## src/rtl/mdu_pkg.sv

```systemverilog
// Shared constants for the multiply/divide unit: op codes, FSM state codes, default width.
package mdu_pkg;

    localparam int MDU_WIDTH = 32;

    localparam logic [2:0] MDU_MULT  = 3'b000;
    localparam logic [2:0] MDU_MULTU = 3'b001;
    localparam logic [2:0] MDU_DIV   = 3'b010;
    localparam logic [2:0] MDU_DIVU  = 3'b011;
    localparam logic [2:0] MDU_MTHI  = 3'b100;
    localparam logic [2:0] MDU_MTLO  = 3'b101;

    localparam logic [1:0] ST_IDLE = 2'd0;
    localparam logic [1:0] ST_CALC = 2'd1;
    localparam logic [1:0] ST_FIX  = 2'd2;

    // MULT and DIV work on magnitudes and restore signs at the end
    function automatic logic is_signed_op(input logic [2:0] op);
        return (op == MDU_MULT) || (op == MDU_DIV);
    endfunction

endpackage

```

## src/rtl/mult_div_unit_if.sv

```systemverilog
// Issue/result bundle between EX control and the multiply/divide unit.
interface mult_div_unit_if
    import mdu_pkg::*;
#(
    parameter int WIDTH = MDU_WIDTH
);
    logic             Start;
    logic [2:0]       Op;
    logic [WIDTH-1:0] OpA;
    logic [WIDTH-1:0] OpB;
    logic             Busy;
    logic             Done;
    logic [WIDTH-1:0] HI;
    logic [WIDTH-1:0] LO;

    modport master (output Start, Op, OpA, OpB, input Busy, Done, HI, LO);
    modport slave  (input Start, Op, OpA, OpB, output Busy, Done, HI, LO);
endinterface

```

## src/rtl/mult_div_unit.sv

```systemverilog
// Iterative MIPS multiply/divide unit with HI/LO registers.
//
//  state   | meaning
//  --------+-----------------------------------------------------------
//  ST_IDLE | waiting for Start; MTHI/MTLO complete here in one edge
//  ST_CALC | one radix-2 multiply or divide step per cycle, WIDTH steps
//  ST_FIX  | restore result signs, write HI/LO, pulse Done
module mult_div_unit
    import mdu_pkg::*;
#(
    parameter int WIDTH = MDU_WIDTH
) (
    input  logic             CLK,
    input  logic             RST,
    mult_div_unit_if.slave   bus
);

    logic [1:0]         r_state;
    logic [WIDTH-1:0]   r_cnt;
    logic [WIDTH-1:0]   r_opd;       // |multiplicand| or |divisor|
    logic [2*WIDTH-1:0] r_acc;       // product, or quotient shift register in the low half
    logic [WIDTH:0]     r_rem;       // partial remainder
    logic               r_is_div;
    logic               r_neg_main;  // negate product / quotient
    logic               r_neg_rem;   // negate remainder
    logic               r_done;
    logic [WIDTH-1:0]   r_hi;
    logic [WIDTH-1:0]   r_lo;

    logic               w_a_neg;
    logic               w_b_neg;
    logic [WIDTH-1:0]   w_abs_a;
    logic [WIDTH-1:0]   w_abs_b;
    logic [WIDTH:0]     w_mul_sum;
    logic [WIDTH:0]     w_shift;
    logic [WIDTH+1:0]   w_diff;
    logic [2*WIDTH-1:0] w_prod;
    logic [WIDTH-1:0]   w_quo;
    logic [WIDTH-1:0]   w_rmd;

    // Operand magnitudes, one iteration step, and the final sign fix-up
    always_comb begin
        w_a_neg   = is_signed_op(bus.Op) && bus.OpA[WIDTH-1];
        w_b_neg   = is_signed_op(bus.Op) && bus.OpB[WIDTH-1];
        w_abs_a   = w_a_neg ? -bus.OpA : bus.OpA;
        w_abs_b   = w_b_neg ? -bus.OpB : bus.OpB;
        w_mul_sum = {1'b0, r_acc[2*WIDTH-1:WIDTH]} + (r_acc[0] ? {1'b0, r_opd} : '0);
        w_shift   = {r_rem[WIDTH-1:0], r_acc[WIDTH-1]};
        w_diff    = {1'b0, w_shift} - {2'b00, r_opd};
        w_prod    = r_neg_main ? -r_acc : r_acc;
        w_quo     = r_neg_main ? -r_acc[WIDTH-1:0] : r_acc[WIDTH-1:0];
        w_rmd     = r_neg_rem ? -r_rem[WIDTH-1:0] : r_rem[WIDTH-1:0];
    end

    // Sequencer, datapath registers and HI/LO
    always_ff @(posedge CLK or negedge RST) begin
        if (!RST) begin
            r_state    <= ST_IDLE;
            r_cnt      <= '0;
            r_opd      <= '0;
            r_acc      <= '0;
            r_rem      <= '0;
            r_is_div   <= 1'b0;
            r_neg_main <= 1'b0;
            r_neg_rem  <= 1'b0;
            r_done     <= 1'b0;
            r_hi       <= '0;
            r_lo       <= '0;
        end else begin
            r_done <= 1'b0;
            case (r_state)
                ST_IDLE: begin
                    if (bus.Start) begin
                        case (bus.Op)
                            MDU_MULT, MDU_MULTU, MDU_DIV, MDU_DIVU: begin
                                r_is_div   <= bus.Op[1];
                                r_opd      <= bus.Op[1] ? w_abs_b : w_abs_a;
                                r_acc      <= {{WIDTH{1'b0}}, (bus.Op[1] ? w_abs_a : w_abs_b)};
                                r_rem      <= '0;
                                r_neg_main <= w_a_neg ^ w_b_neg;
                                r_neg_rem  <= w_a_neg;
                                r_cnt      <= WIDTH'(WIDTH - 1);
                                r_state    <= ST_CALC;
                            end
                            MDU_MTHI: r_hi <= bus.OpA;
                            MDU_MTLO: r_lo <= bus.OpA;
                            default: ;
                        endcase
                    end
                end
                ST_CALC: begin
                    if (r_is_div) begin
                        if (!w_diff[WIDTH+1]) begin
                            r_rem            <= w_diff[WIDTH:0];
                            r_acc[WIDTH-1:0] <= {r_acc[WIDTH-2:0], 1'b1};
                        end else begin
                            r_rem            <= w_shift;
                            r_acc[WIDTH-1:0] <= {r_acc[WIDTH-2:0], 1'b0};
                        end
                    end else begin
                        r_acc <= {w_mul_sum, r_acc[WIDTH-1:1]};
                    end
                    if (r_cnt == '0) begin
                        r_state <= ST_FIX;
                    end else begin
                        r_cnt <= r_cnt - 1'b1;
                    end
                end
                ST_FIX: begin
                    if (r_is_div) begin
                        r_hi <= w_rmd;
                        r_lo <= w_quo;
                    end else begin
                        r_hi <= w_prod[2*WIDTH-1:WIDTH];
                        r_lo <= w_prod[WIDTH-1:0];
                    end
                    r_done  <= 1'b1;
                    r_state <= ST_IDLE;
                end
                default: r_state <= ST_IDLE;
            endcase
        end
    end

    assign bus.Busy = (r_state != ST_IDLE);
    assign bus.Done = r_done;
    assign bus.HI   = r_hi;
    assign bus.LO   = r_lo;

endmodule

```

## src/flat_wrapper.sv

```systemverilog
// flat-port wrapper written by rule: the top's interface ports become plain ports
module mult_div_unit_flat import mdu_pkg::*;
#(
    parameter int WIDTH = MDU_WIDTH
)
  (CLK, RST, bus_Start, bus_Op, bus_OpA, bus_OpB, bus_Busy, bus_Done, bus_HI, bus_LO);
  mult_div_unit_if #(.WIDTH(WIDTH)) bus_i ();
  input  logic CLK;
  input  logic RST;
  input wire logic [$bits(bus_i.Start)-1:0] bus_Start;
  input wire logic [$bits(bus_i.Op)-1:0] bus_Op;
  input wire logic [$bits(bus_i.OpA)-1:0] bus_OpA;
  input wire logic [$bits(bus_i.OpB)-1:0] bus_OpB;
  output wire logic [$bits(bus_i.Busy)-1:0] bus_Busy;
  output wire logic [$bits(bus_i.Done)-1:0] bus_Done;
  output wire logic [$bits(bus_i.HI)-1:0] bus_HI;
  output wire logic [$bits(bus_i.LO)-1:0] bus_LO;
  assign bus_i.Start = bus_Start;
  assign bus_i.Op = bus_Op;
  assign bus_i.OpA = bus_OpA;
  assign bus_i.OpB = bus_OpB;
  assign bus_Busy = bus_i.Busy;
  assign bus_Done = bus_i.Done;
  assign bus_HI = bus_i.HI;
  assign bus_LO = bus_i.LO;
  mult_div_unit #(.WIDTH(WIDTH)) u_core (.CLK(CLK), .RST(RST), .bus(bus_i));
endmodule
```

## config.mk

```make
export PLATFORM = sky130hd
export DESIGN_NAME = mult_div_unit_flat
export DESIGN_NICKNAME = d
export VERILOG_FILES = /design/src/rtl/mdu_pkg.sv /design/src/rtl/mult_div_unit_if.sv /design/src/rtl/mult_div_unit.sv /design/src/flat_wrapper.sv
export SDC_FILE = /design/constraint.sdc
export NUM_CORES = 1
export LEC_CHECK = 0
export CORE_ASPECT_RATIO = 0.7
export CORE_MARGIN = 1
export CORE_UTILIZATION = 35
export DETAILED_ROUTE_END_ITERATION = 8
export DONT_BUFFER_PORTS = 1
export MAX_ROUTING_LAYER = met4
export SLEW_MARGIN = 40
export SYNTH_ARGS = -nofsm -noshare
export SYNTH_HDL_FRONTEND = slang
export SYNTH_SLANG_ARGS = --single-unit
export TNS_END_PERCENT = 100
```

## constraint.sdc

```tcl
create_clock -name CLK -period 5.2 [get_ports CLK]
set_input_delay 1.04 -clock CLK [delete_from_list [all_inputs] [get_ports CLK]]
set_output_delay 1.04 -clock CLK [all_outputs]
set_load 0.005 [all_outputs]
```

==> results.py, run 1 <==
metrics = {
    "status": {
        "status": "complete, no violations",
    },
    "synth": {
        "syn_area_um2": 17500,
        "synth_top_family_by_area": "compound AO/OA/AOI/OAI gates",
        "seq_area_frac_synth": 0.329,
        "synthMuxAreaShare": 0.0512,
        "synthAdderAreaFrac": 0.0524,
        "synth_compound_area_frac": 0.229,
        "ys_ff_latch": 230,
        "yosysWarnings": 0,
        "synth_top_area_share": 0.329,
        "yosysTopAreaCell": "dfrtp_1",
        "syn_inst": 2170,
        "synth-edff-count": 0,
        "synth.distinct_cells": 66,
        "synth_xor_area_frac": 0.109,
        "yosys.area_share.simple": 0.184,
        "synth-async-reset-ratio": 1.00,
        "postSynthNetCount": 2312,
        "syn_area_per_cell_um2": 8.05,
        "synth.area.top_cells": "dfrtp_1 (33%), o21ai_0 (7.3%), xnor2_1 (7.0%), a21oi_1 (5.6%), nand2_1 (5.2%)",
        "ys.flop_type": "dfrtp_1",
    },
    "timing": {
        "slew_headroom": 0.375,
        "worstMarginPinSlew_ns": 0.937,
        "timing_max_transition_violations_final": 0,
        "fin_skew_ns": 0.0168,
        "setup_viol": 0,
        "hold_viol_final": 0,
        "fin_crit_sh": 0.819,
        "min_period_ns": 4.26,
        "fin_setup_tns_ns": 0,
        "max_freq_mhz": 235,
        "rsz0062_at_grt": "no",
    },
    "placement": {
        "dp_cells": 2730,
        "dpl_cell_area_um2": 18100,
        "port_buffers": 0,
        "dp.final_hpwl_um": 46300,
        "gp_congestion": 0.962,
    },
    "power_and_ir_drop": {
        "powerDensity_nw_per_um2": 639,
        "p_total_w": 0.0122,
        "vdd.ir_drop.worst_mv": 0.269,
        "power_leakage_nw": 7.85,
        "power_frac_seq": 0.298,
        "swShare": 0.467,
        "p_switching_w": 0.00568,
        "pwr-share-comb": 0.537,
        "power_frac_clock": 0.165,
        "internal-power_w": 0.00647,
    },
    "critical_path": {
        "reg2reg_slack_ns": 0.94,
        "arrival_ns": 4.72,
        "worstReg2RegEnd": "u_core.r_acc[62]",
        "startpoint": "u_core.r_acc[0]",
        "reg2regPathDepth": 14,
        "critPathKind": "flip-flop to flip-flop",
        "worst-path-max-fanout": 20,
        "crit_end": "u_core.r_acc[62]",
        "cp-end-kind": "flip-flop",
        "crit_required_ns": 5.66,
        "critPathLaunchType": "flip-flop",
        "worstReg2RegStart": "u_core.r_acc[0]",
    },
    "hold_path": {
        "worst_hold_path_type": "input port to async pin",
    },
    "final_layout": {
        "fin_cells": 2780,
        "nets": 2236,
        "diodes": 0,
        "drive_gt1_frac": 0.0596,
        "fin_util": 0.386,
        "layout_commonest_cell": "o21ai_0",
        "multi_input_area_um2": 11000,
        "ff_latch_area_um2": 5760,
        "final_cell_mix": "o21ai_0 (256), nand2_1 (240), dfrtp_1 (228), a21oi_1 (195), nor2_1 (185)",
        "fill_cells": 5075,
        "stdcell_area_um2": 19000,
        "area_delta_synth_final_pct": 8.72,
    },
    "clock_tree": {
        "post-cts-setup-buffers": 0,
        "htreeDepth": 1,
        "clock-sinks": 230,
        "clockBufferDepth": 3,
        "cts_root_buf": "clkbuf_16",
        "cts_tree": "built",
        "clkLatencyLatePin_ns": 0.57,
        "cts-buffers-inserted": 27,
        "cts_resized": 0,
        "clk_pin_slew_ns": 0.07,
        "cts_hold_buf": 0,
    },
    "grt": {
        "antenna_found_initial": 0,
        "gr-usage-all-layers": 0.245,
        "grt_max_degree": 231,
        "grt_pass1_wl_um": 94000,
        "grt_pass1_vias": 15025,
        "overflow": 0,
    },
    "detailed_routing": {
        "dr.pass1.iters": 7,
        "drtAntennaViolNets": 0,
        "routedWlPerCell_um": 22.4,
        "dr_wl_met2_um": 25200,
        "top_layer": "met4",
        "wl_um": 62100,
        "wl_met3_um": 6340,
        "route.detailed.drc": 0,
        "vias": 16157,
        "viasPerCell": 5.81,
        "drt-initial-drc-count": 1727,
        "wl_met1_um": 28900,
    },
    "die": {
        "core_um2": 49300,
        "rows": 68,
        "die_w_um": 269,
        "dieHeight_um": 189,
        "io_pins": 136,
        "die_area_um2": 50900,
        "initial_core_util": 0.355,
    },
    "run": {
        "maxCapViolations": 0,
    },
}
logic make-up after synthesis:
| logic type | count (synthesis) |
|---|---|
| buffers and inverters | 206 |
| DFF | 230 |
| and+or+nand+nor | 686 |
| muxes | 88 |
| AOI/OAI and AO/OA | 670 |
| xor gates and xnor gates | 218 |
| adders and majority gates | 72 |
metrics by stage:
| stage | worst slack, ns | hold WS, ns |
|---|---|---|
| after floorplan | 1.52 | 0.450 |
| after global placement | 1.03 | 0.464 |
| after detailed placement | 1.03 | 0.471 |
| after CTS | 1.02 | 0.152 |
| after global routing | 0.668 | 0.163 |
| final | 0.940 | 0.169 |
routing by layer:
layer	track usage	vias to the layer above
met4	0.0648	0
met5	-	-
li1	-	7590
met1	0.348	7843
met3	0.0710	93
met2	0.334	631
worst min-delay path by stage:
stage	depth (start not counted)	slack, ns	start	endpoint
floorplan	1	0.45	u_core.r_opd[23]	u_core.r_opd[23]
global placement	1	0.46	u_core.r_opd[25]	u_core.r_opd[25]
detailed placement	1	0.47	u_core.r_opd[30]	u_core.r_opd[30]
CTS	0	0.15	RST	u_core.r_acc[51]
global route	0	0.16	RST	u_core.r_acc[40]
finish	0	0.17	RST	u_core.r_acc[40]
power groups by stage:
stage / registers (W) / logic, W / clock network [W]
after floorplan: 0.00315 / 0.00516 / 0
after global placement: 0.00360 / 0.00630 / 0
after detailed placement: 0.00363 / 0.00639 / 0
after CTS: 0.00361 / 0.00644 / 0.00204
after global routing: 0.00374 / 0.00727 / 0.00210
final: 0.00362 / 0.00652 / 0.00201
synth_stat cells, drive strengths merged (9+ instances only):
| cell type | number |
|---|---|
| o21ai | 259 |
| nand2 | 241 |
| dfrtp | 230 |
| a21oi | 195 |
| nor2 | 190 |
| xnor2 | 139 |
| clkbuf | 120 |
| xor2 | 79 |
| mux2i | 77 |
| inv | 74 |
| ha | 70 |
| nor3 | 47 |
| o31ai | 40 |
| or3 | 38 |
| a21o | 33 |
| nand3 | 29 |
| nor4 | 25 |
| or4 | 25 |
| nand2b | 24 |
| a31oi | 19 |
| and3 | 16 |
| o41ai | 16 |
| a211oi | 14 |
| a221oi | 14 |
| buf | 12 |
| mux2 | 11 |
| nor2b | 11 |
| or2 | 11 |
| a22o | 10 |
| o211ai | 10 |
| and2 | 9 |
| o21bai | 9 |
| o221ai | 9 |
area by class of cell:
cell class / instances / share of cell area
clock buffer: 41 / 0.0436
clock inverter: 9 / 0.00448
multi-input combinational: 1734 / 0.579
tap: 665 / 0.0438
timing repair buffer: 27 / 0.0117
sequential: 230 / 0.303
inverter: 74 / 0.0146
sequential cells by signal (all words and copies together), names as in the netlist:
signal	count
u_core.r_opd	32
u_core.r_cnt	32
u_core.bus.LO	32
u_core.r_rem	32
u_core.r_neg_main	1
u_core.r_acc	64
u_core.bus.Done	1
u_core.r_is_div	1
u_core.r_state	2
u_core.r_neg_rem	1
u_core.bus.HI	32
worst max-delay path, cell delays in order, from the launching register on:
cell      delay [ns]
dfrtp_1         0.46
inv_1           0.44
buf_4           0.34
nor2_1          0.08
ha_1            0.38
nand3_1         0.09
a211oi_1        0.21
a21oi_1         0.13
o21ai_0         0.38
a31oi_1         0.24
o21ai_0         0.61
a41oi_1         0.25
a21oi_1         0.23
xor2_1          0.09
a22o_1          0.23
Note: power is estimated with default switching activity, not from simulation.
==> run 2: changes to the inputs <==
- clock period: 5.2 -> 3.9 ns (I/O delays scaled with it)
==> run 2 against run 1 <==
Effect of this change: power up 37%; largest cell class unchanged; maximum frequency rose by 15%; flip-flop and latch count stayed put; the run now ends with hold timing left.
==> results.py, run 2 (same netlist as run 1, synthesis figures left out) <==
metrics = {
    "detailed_routing": {
        "wl_met1_um": 28300,
        "drtAntennaViolNets": 0,
        "wl_met3_um": 6170,
        "wl_um": 60500,
        "viasPerCell": 5.73,
        "dr_wl_met2_um": 24200,
        "route.detailed.drc": 0,
        "vias": 16238,
        "dr.pass1.iters": 5,
        "top_layer": "met4",
        "routedWlPerCell_um": 21.3,
        "drt-initial-drc-count": 1791,
    },
    "timing": {
        "hold_viol_final": 42,
        "worstMarginPinSlew_ns": 0.834,
        "slew_headroom": 0.444,
        "max_freq_mhz": 270,
        "hold_ws_ns": -0.0877,
        "fin_crit_sh": 0.951,
        "setup_viol": 0,
        "timing_max_transition_violations_final": 0,
        "fin_setup_tns_ns": 0,
        "min_period_ns": 3.71,
        "fin_skew_ns": 0.0194,
        "rsz0062_at_grt": "no",
    },
    "power_and_ir_drop": {
        "powerDensity_nw_per_um2": 854,
        "vdd.ir_drop.worst_mv": 0.454,
        "power_leakage_nw": 8.14,
        "p_total_w": 0.0166,
    },
    "grt": {
        "overflow": 0,
        "grt_max_degree": 231,
        "antenna_found_initial": 2,
        "gr-usage-all-layers": 0.240,
        "grt_pass1_wl_um": 92400,
        "grt_pass1_vias": 15132,
    },
    "critical_path": {
        "critPathMaxStageDelay_ns": 0.53,
        "arrival_ns": 4.18,
        "cp_cell_sequence": "or4_4 -> or3_4 -> or4_4 -> or4_4 -> or4_4 -> or2_4 -> o21ai_1 -> xor2_1 -> a221oi_1",
        "critPathLaunchType": "flip-flop",
        "critPathKind": "flip-flop to flip-flop",
        "critPathSlowestCell": "or4_4",
        "cp-end-kind": "flip-flop",
        "crit_top_cell": "or4_4",
        "worst-path-max-fanout": 6,
        "crit_required_ns": 4.37,
    },
    "run": {
        "maxCapViolations": 0,
    },
    "final_layout": {
        "top_register": "u_core.r_acc",
        "area_delta_synth_final_pct": 11.4,
        "largest_reg_flops": 64,
        "final_cell_mix": "o21ai_0 (256), nand2_1 (240), dfrtp_1 (228), a21oi_1 (194), nor2_1 (186)",
        "nets": 2291,
        "fill_cells": 4983,
        "multi_input_area_um2": 11000,
        "drive_gt1_frac": 0.0826,
        "layout_commonest_cell": "o21ai_0",
        "stdcell_area_um2": 19500,
        "ff_latch_area_um2": 5760,
    },
    "die": {
        "dieHeight_um": 189,
        "io_pins": 136,
        "core_um2": 49300,
        "initial_core_util": 0.355,
        "rows": 68,
        "die_area_um2": 50900,
        "die_w_um": 269,
    },
    "status": {
        "status": "complete, but fails checks",
        "violations": "hold timing",
    },
    "placement": {
        "dp.final_hpwl_um": 45800,
        "port_buffers": 0,
        "gp_congestion": 0.980,
        "dpl_cell_area_um2": 18500,
    },
    "clock_tree": {
        "clkLatencyLatePin_ns": 0.57,
        "post-cts-setup-buffers": 0,
        "clock-sinks": 230,
        "clk_pin_slew_ns": 0.07,
        "cts-buffers-inserted": 26,
        "cts_root_buf": "clkbuf_16",
        "cts_tree": "built",
        "htreeDepth": 1,
        "clockBufferDepth": 3,
    },
    "hold_path": {
        "worst_hold_path_type": "input port to async pin",
    },
}
[run 2: changes by cell type in the layout (fill, tap and decap cells not counted), moves of 2 or more]
cell	before	now
buf_12	0	2
buf_4	26	81
bufinv_16	1	4
clkbuf_8	10	8
clkinvlp_4	3	1
diode_2	0	3
[run 2: worst max-delay path, delay by kind of cell (launching register included)]
kind             cells  cell delay (ns)
flip-flops           1             0.43
AND/OR/NAND/NOR      6             2.66
AO/OA/AOI/OAI        2             0.44
XOR/XNOR             1             0.09
[run 2: final cells by class]
class                      count  share of cell area
clock inverter                 8             0.00720
sequential                   230               0.296
timing repair buffer          83              0.0333
inverter                      74              0.0145
tap                          665              0.0427
multi-input combinational   1734               0.565
clock buffer                  39              0.0411
antenna                        3            0.000386
[run 2: layer usage]
metal  GRT usage  up-vias
met5           -        -
met4      0.0705        0
met3      0.0750      105
met2       0.326      591
met1       0.335     7831
li1            -     7711
[run 2: worst paths after layout]
path	endpoint	start	slack, ns	cells past startpoint
max reg2reg	u_core.bus.HI[29]	u_core.r_acc[32]	0.19	9
min in group CLK	u_core.bus.HI[25]	bus_OpA[25]	0.35	2
min	u_core.bus.LO[6]	RST	-0.09	0
min reg2reg	u_core.r_opd[26]	u_core.r_opd[26]	0.48	1
max in group asynchronous	u_core.bus.LO[19]	RST	3.31	0
max	u_core.bus.HI[29]	u_core.r_acc[32]	0.19	9
[run 2: what timing repair did]
| action | CTS | global route |
|---|---|---|
| hold endpoints to repair | 230 | 223 |
| endpoints found under the setup margin | 0 | 11 |
| gates resized for setup | 0 | 3 |
[run 2: metrics by stage]
stage,utilization,setup WS (ns),std cells
2_1_floorplan,-,0.218,2170
3_3_place_gp,0.375,0.231,2786
3_5_place_dp,0.376,0.199,2786
4_1_cts,0.395,0.203,2833
5_1_grt,0.395,0.0122,2836
6_report,0.395,0.192,2836
[run 2: power by group]
group          switching [W]  internal [W]  total, W
Sequential           0.00131       0.00340   0.00471
Combinational        0.00514       0.00400   0.00914
Clock                0.00109       0.00167   0.00276
==> run 3: changes to the inputs <==
- CTS_CLUSTER_SIZE: default -> 25
==> run 3 against run 2 <==
Effect of this change: the flow still finishes with violations (hold timing); clock power up 3%; first-iteration DRC count down 5.2%; wire length up 0.14%; flip-flop and latch count unchanged; non-clock buffer count unchanged; final cell count up 0.11%; cell area up 0.21%; die area unchanged; largest cell class unchanged; highest routed layer unchanged.
==> results.py, run 3 (same netlist as run 1, synthesis figures left out) <==
metrics = {
    "detailed_routing": {
        "viasPerCell": 5.74,
        "dr.pass1.iters": 5,
        "drt-initial-drc-count": 1697,
        "route.detailed.drc": 0,
        "vias": 16303,
        "wl_um": 60600,
        "drtAntennaViolNets": 0,
        "routedWlPerCell_um": 21.3,
    },
    "timing": {
        "hold_viol_final": 204,
        "timing_max_transition_violations_final": 0,
        "setup_viol": 0,
        "fin_crit_sh": 0.949,
        "hold_ws_ns": -0.0913,
        "fin_setup_tns_ns": 0,
        "fin_skew_ns": 0.0198,
        "worstMarginPinSlew_ns": 0.829,
        "rsz0062_at_grt": "no",
        "max_freq_mhz": 270,
        "min_period_ns": 3.70,
        "slew_headroom": 0.448,
    },
    "placement": {
        "gp_congestion": 0.980,
        "dpl_cell_area_um2": 18500,
        "dp_cells": 2786,
        "port_buffers": 0,
        "dp.final_hpwl_um": 45800,
    },
    "status": {
        "violations": "hold timing",
        "status": "complete, but fails checks",
    },
    "die": {
        "rows": 68,
        "initial_core_util": 0.355,
        "die_w_um": 269,
        "core_um2": 49300,
        "dieHeight_um": 189,
        "die_area_um2": 50900,
        "io_pins": 136,
    },
    "grt": {
        "antenna_found_initial": 3,
        "grt_max_degree": 231,
        "gr-usage-all-layers": 0.240,
        "grt_pass1_vias": 15142,
        "grt_pass1_wl_um": 92500,
        "overflow": 0,
    },
    "final_layout": {
        "final_cell_mix": "o21ai_0 (256), nand2_1 (240), dfrtp_1 (228), a21oi_1 (194), nor2_1 (186)",
        "stdcell_area_um2": 19500,
        "fin_cells": 2839,
        "nets": 2291,
        "fill_cells": 4984,
        "layout_commonest_cell": "o21ai_0",
        "top_register": "u_core.r_acc",
        "largest_reg_flops": 64,
        "drive_gt1_frac": 0.0834,
        "area_delta_synth_final_pct": 11.6,
    },
    "critical_path": {
        "critPathTopFamily": "simple AND/OR/NAND/NOR gates",
        "critPathLaunchType": "flip-flop",
        "crit_required_ns": 4.37,
        "critPathSlowestCell": "or4_1",
        "cp-end-kind": "flip-flop",
        "crit_top_cell": "or4_4",
        "arrival_ns": 4.17,
        "critPathMaxStageDelay_ns": 0.59,
        "worst-path-max-fanout": 4,
        "cp_cell_sequence": "or4_1 -> nor4_1 -> nand3_1 -> or2_2 -> or4_4 -> or4_4 -> or2_4 -> o21ai_1 -> xor2_1 -> a221oi_1",
        "critPathKind": "flip-flop to flip-flop",
        "worstPathBufferInverterCount": 0,
    },
    "clock_tree": {
        "htreeDepth": 1,
        "cts-buffers-inserted": 26,
        "clkLatencyLatePin_ns": 0.57,
        "clockBufferDepth": 3,
        "post-cts-setup-buffers": 0,
        "clk_pin_slew_ns": 0.07,
        "cts_root_buf": "clkbuf_16",
        "cts_tree": "built",
        "clock-sinks": 230,
    },
    "power_and_ir_drop": {
        "powerDensity_nw_per_um2": 858,
        "vdd.ir_drop.worst_mv": 0.454,
        "power_leakage_nw": 8.15,
    },
    "hold_path": {
        "worst_hold_path_type": "input port to async pin",
    },
    "run": {
        "maxCapViolations": 0,
    },
}
-- run 3: cell types whose count changed in the layout (fill, tap and decap cells not counted) --
cell,delta
diode_2,+2
bufinv_16,+1
inv_6,+1
clkbuf_1,-1
-- run 3: stage by stage --
step	utilization	setup slack [ns]	power (W)
after detailed placement	0.376	0.199	0.0137
after floorplan	-	0.218	0.0111
after CTS	0.395	0.202	0.0166
after global placement	0.375	0.231	0.0135
final	0.396	0.199	0.0167
after global routing	0.396	0.00341	0.0180
-- run 3: where the power goes --
| part | switching, W | total (W) | internal, W |
|---|---|---|---|
| Combinational | 0.00516 | 0.00917 | 0.00400 |
| Sequential | 0.00131 | 0.00471 | 0.00340 |
| Clock | 0.00110 | 0.00285 | 0.00174 |
| Total | 0.00758 | 0.0167 | 0.00915 |
-- run 3: timing repair --
item	4_1_cts	5_1_grt
endpoints found under the hold margin	230	230
resized for setup	0	3
setup endpoints to repair	0	11
-- run 3: layout make-up --
class	count	area, um^2	share of cell area
multi-input cells	1734	11000	0.564
inverters	74	282	0.0144
well taps	665	832	0.0427
repair buffers	83	648	0.0332
clock inverters	10	179	0.00917
flip-flops and latches	230	5760	0.295
clock buffers	38	797	0.0409
diodes	5	12.5	0.000641
-- run 3: path summary, 6_finish.rpt --
path / slack, ns / endpoint / from / cells past startpoint
min in group CLK: 0.35 / u_core.bus.HI[25] / bus_OpA[25] / 2
setup / recovery: 0.20 / u_core.bus.HI[29] / u_core.r_acc[18] / 10
hold / removal: -0.09 / u_core.r_acc[1] / RST / 0
hold reg to reg: 0.48 / u_core.r_opd[30] / u_core.r_opd[30] / 1
max in group asynchronous: 3.55 / u_core.r_neg_main / RST / 0
setup reg to reg: 0.20 / u_core.bus.HI[29] / u_core.r_acc[18] / 10
-- run 3: per-layer routing --
metal  routed length [um]  global-route usage  share of wire  up-vias
li1                     -                   -              -     7708
met1                28200               0.337           0.47     7852
met2                24200               0.327           0.40      636
met3                 6410              0.0728           0.11      107
met4                 1710              0.0668          0.028        0
met5                    0                   -              0        -
